**src/rtl/input_cond.sv**
```systemverilog
// Per-channel input conditioning: two-flop synchroniser, tick-counted debouncer,
// registered edge pulses and sticky event flags, all on a single system clock.
module input_cond #(
  parameter int unsigned      WIDTH    = 8,
  parameter int unsigned      CNT_W    = 4,
  parameter int unsigned      DEBOUNCE = 10,
  parameter logic [WIDTH-1:0] INIT     = '0,
  parameter int unsigned      EVT_MODE = 0
) (
  input  logic             clk,
  input  logic             reset,
  input  logic             tick,
  input  logic [WIDTH-1:0] din,
  input  logic [WIDTH-1:0] clr,
  output logic [WIDTH-1:0] dout,
  output logic [WIDTH-1:0] rise,
  output logic [WIDTH-1:0] fall,
  output logic [WIDTH-1:0] evt,
  output logic             any_evt
);

  localparam logic [CNT_W-1:0] CntMax = CNT_W'(DEBOUNCE - 1);

  logic [WIDTH-1:0] s1_q, s2_q;
  logic [WIDTH-1:0] dout_q, dout_d;
  logic [WIDTH-1:0] rise_q, rise_d;
  logic [WIDTH-1:0] fall_q, fall_d;
  logic [WIDTH-1:0] evt_q, evt_d;
  logic [WIDTH-1:0] set;
  logic [CNT_W-1:0] cnt_q [WIDTH];
  logic [CNT_W-1:0] cnt_d [WIDTH];
  logic             any_q, any_d;

  always_comb begin
    dout_d = dout_q;
    for (int i = 0; i < WIDTH; i++) begin
      cnt_d[i] = '0;
      if (s2_q[i] != dout_q[i]) begin
        if (!tick) begin
          cnt_d[i] = cnt_q[i];
        end else if (cnt_q[i] == CntMax) begin
          dout_d[i] = s2_q[i];
        end else begin
          cnt_d[i] = cnt_q[i] + CNT_W'(1);
        end
      end
    end
  end

  always_comb begin
    rise_d = ~dout_q & dout_d;
    fall_d = dout_q & ~dout_d;
    if (EVT_MODE == 0) begin
      set = rise_d;
    end else if (EVT_MODE == 1) begin
      set = fall_d;
    end else begin
      set = rise_d | fall_d;
    end
    // A set in the same cycle as a clear wins.
    evt_d = set | (evt_q & ~clr);
    any_d = |evt_d;
  end

  always_ff @(posedge clk or negedge reset) begin
    if (!reset) begin
      s1_q   <= INIT;
      s2_q   <= INIT;
      dout_q <= INIT;
      rise_q <= '0;
      fall_q <= '0;
      evt_q  <= '0;
      any_q  <= 1'b0;
      for (int i = 0; i < WIDTH; i++) begin
        cnt_q[i] <= '0;
      end
    end else begin
      s1_q   <= din;
      s2_q   <= s1_q;
      dout_q <= dout_d;
      rise_q <= rise_d;
      fall_q <= fall_d;
      evt_q  <= evt_d;
      any_q  <= any_d;
      for (int i = 0; i < WIDTH; i++) begin
        cnt_q[i] <= cnt_d[i];
      end
    end
  end

  assign dout    = dout_q;
  assign rise    = rise_q;
  assign fall    = fall_q;
  assign evt     = evt_q;
  assign any_evt = any_q;

endmodule

```
**config.mk**
```make
export PLATFORM = sky130hd
export DESIGN_NAME = input_cond
export DESIGN_NICKNAME = d
export VERILOG_FILES = /design/src/rtl/input_cond.sv
export SDC_FILE = /design/constraint.sdc
export NUM_CORES = 1
export LEC_CHECK = 0
export CAP_MARGIN = 20
export CORE_UTILIZATION = 25
export DETAILED_ROUTE_END_ITERATION = 8
export PLACE_DENSITY = 0.41
export SKIP_CTS_REPAIR_TIMING = 1
export SYNTH_ARGS = -nofsm -noshare
export SYNTH_HDL_FRONTEND = slang
export SYNTH_SLANG_ARGS = --single-unit
export TNS_END_PERCENT = 30
```
**constraint.sdc**
```tcl
create_clock -name clk -period 2.6 [get_ports clk]
set_input_delay 0.39 -clock clk [delete_from_list [all_inputs] [get_ports clk]]
set_output_delay 0.39 -clock clk [all_outputs]
set_load 0.01 [all_outputs]
```
==> flow_summary.json <==
{
  "cpPeakStageDelay_ns": 0.58,
  "diodes": 0,
  "fin_crit_ns": 1.78,
  "synth_edf_count": 0,
  "numClockSinks": 81,
  "ir_drop_uv": 201,
  "io_pins": 52,
  "vias_per_cell": 4.36,
  "die_width_um": 121,
  "cts_tree": "yes",
  "portBuffers": 51,
  "syn_nets": 346,
  "pre_cts_slack_ns": 0.793,
  "nets": 406,
  "min_path_type": "primary input to async pin",
  "synth-seq-cells": 81,
  "slowest_stage": "clkdlybuf4s50_1",
  "antenna_found_initial": 0,
  "path_cells": "clkdlybuf4s50_1",
  "clk_path_buf_depth": 2,
  "area_growth_pct": 29.8,
  "synth.distinct_cells": 32,
  "max-cap-violations": 0,
  "total_power_w": 0.00282,
  "ant_nets": 0,
  "routedWlPerCell_um": 12.5,
  "place_congestion": 0.737,
  "synth_warnings": 0,
  "synth_area_sq_um": 3550,
  "final_cell_mix": "dfrtp_1, clkdlybuf4s50_1, nor2_1",
  "grt_pass1_wl_mm": 12.0,
  "status": "complete, no violations",
  "cp_num_buf_inv": 1,
  "die_h_um": 121,
  "path_class": "flop to output pin",
  "hold_violations": 0,
  "timing.rr.end": "any_evt",
  "fin_ws_ns": 0.820,
  "grt_max_degree": 49,
  "core_sq_um": 13900,
  "drive_gt1_share_pct": 7.67,
  "setup-tns-final_ns": 0,
  "cts_max_level": 3,
  "worstSkewPairLatency_ns": 0.34,
  "grt_pass1_vias": 2389,
  "crit_fanout": 6,
  "p_per_area_nw_per_um2": 612,
  "drtIter0Drc": 179,
  "grtUsageTotal_pct": 10.9,
  "drc": 0,
  "cts-root-buf": "clkbuf_16",
  "design_area_sq_um": 4600,
  "place_area_sq_um": 4290,
  "layout_commonest_cell": "dfrtp_1",
  "cp.required_ns": 2.21,
  "overflow": 0,
  "slew_violations": 0,
  "end_kind": "output pin",
  "ys_seq_area_share_pct": 57.2,
  "startpoint": "dout[7]",
  "setup_violations": 0,
  "drt_pass1_iterations": 4,
  "synthFlopType": "dfrtp_1",
  "fillers": 1421,
  "syn_inst": 313,
  "clk_pin_slew_ns": 0.06,
  "syn-mean-instance-area_sq_um": 11.3,
  "initial_core_util_pct": 25.5,
  "num_vias": 2432,
  "max_freq_mhz": 562,
  "hpwl_mm": 4.82,
  "crit_family": "buffers and inverters",
  "rsz0062_at_grt": "false",
  "drt_wl_total_mm": 7.00,
  "reg2regPathDepth": 5,
  "cts-buffers-inserted": 9,
  "max_slew_margin_pct": 68.3,
  "rr_startpoint": "cnt_q[20]",
  "die_area_sq_um": 14700,
  "period_share_pct": 68.4,
  "synthArstFlopShare_pct": 100,
  "tightestPinTransition_ns": 0.476,
  "core.rowCount": 43,
  "worstSetupStartpointType": "flop",
  "r2r_slack_ns": 0.92,
  "fin_skew_ns": 0.00452,
  "leakage_nw": 2.00,
  "cp.arrival_ns": 1.39
}
[power by group]
group / internal [W] / total [W] / switching (W)
sequential: 0.00130 / 0.00134 / 0.0000397
clock: 0.000821 / 0.00130 / 0.000483
combinational: 0.0000811 / 0.000177 / 0.0000960
[cells by family after synthesis]
group	synth area share [%]
fa+ha+maj	4.94
buf+inv	2.47
simple gates	16.8
mux	6.18
compound gates	9.95
flops	57.2
xor+xnor	2.47
[layout make-up]
| class | instances | area, sq um | area share [%] |
|---|---|---|---|
| inverter | 16 | 60.1 | 1.30 |
| multi-input combinational | 211 | 1430 | 31.1 |
| sequential | 81 | 2030 | 44.0 |
| clock buffer | 14 | 274 | 5.95 |
| timing repair buffer | 54 | 551 | 12.0 |
| clock inverter | 2 | 35.0 | 0.761 |
| tap | 180 | 225 | 4.89 |
[cell usage after synthesis, types with 7 or more instances]
master	number	area share (%)
dfrtp_1	81	57
nor2_1	42	4.4
nand2_1	23	2.4
o21ai_0	17	2.4
a21oi_1	16	2.3
inv_1	16	1.7
ha_1	14	4.9
mux2i_1	14	4.0
nor3b_1	10	2.1
xnor2_1	9	2.2
a211oi_1	7	1.5
a21boi_0	7	1.5
and3b_1	7	1.7
mux2_2	7	2.2
[per-stage QoR]
step / hold WS (ns) / util, % / std cells
2_1_floorplan: 0.0944 / - / 313
3_3_place_gp: 0.333 / 30.9 / 542
3_5_place_dp: 0.336 / 30.9 / 542
4_1_cts: 0.0202 / 33.2 / 558
5_1_grt: 0.0399 / 33.2 / 558
6_report: 0.0104 / 33.2 / 558
[sequential cells by signal (all words and copies together) (netlist names)]
name and cells:
fall 8, rise 8, any_evt 1, s1_q 8
cnt_q 32, evt 8, dout 8, s2_q 8
[routing by layer]
layer | vias to the layer above | share of wire (%) | global-route usage, %
met3 | 11 | 2.6 | 2.91
met1 | 1182 | 47 | 13.7
met2 | 29 | 48 | 16.8
met4 | 0 | 2.7 | 6.48
met5 | - | 0 | 0
li1 | 1210 | - | -
[worst max path at each step]
stage	endpoint	slack, ns	cells after the start
after floorplan	any_evt	1.22	4
after global routing	dout[7]	0.73	1
after global placement	any_evt	0.83	4
after detailed placement	any_evt	0.79	4
after CTS	dout[7]	0.79	1
final	dout[7]	0.82	1
Power figures use the tool's default switching activity.
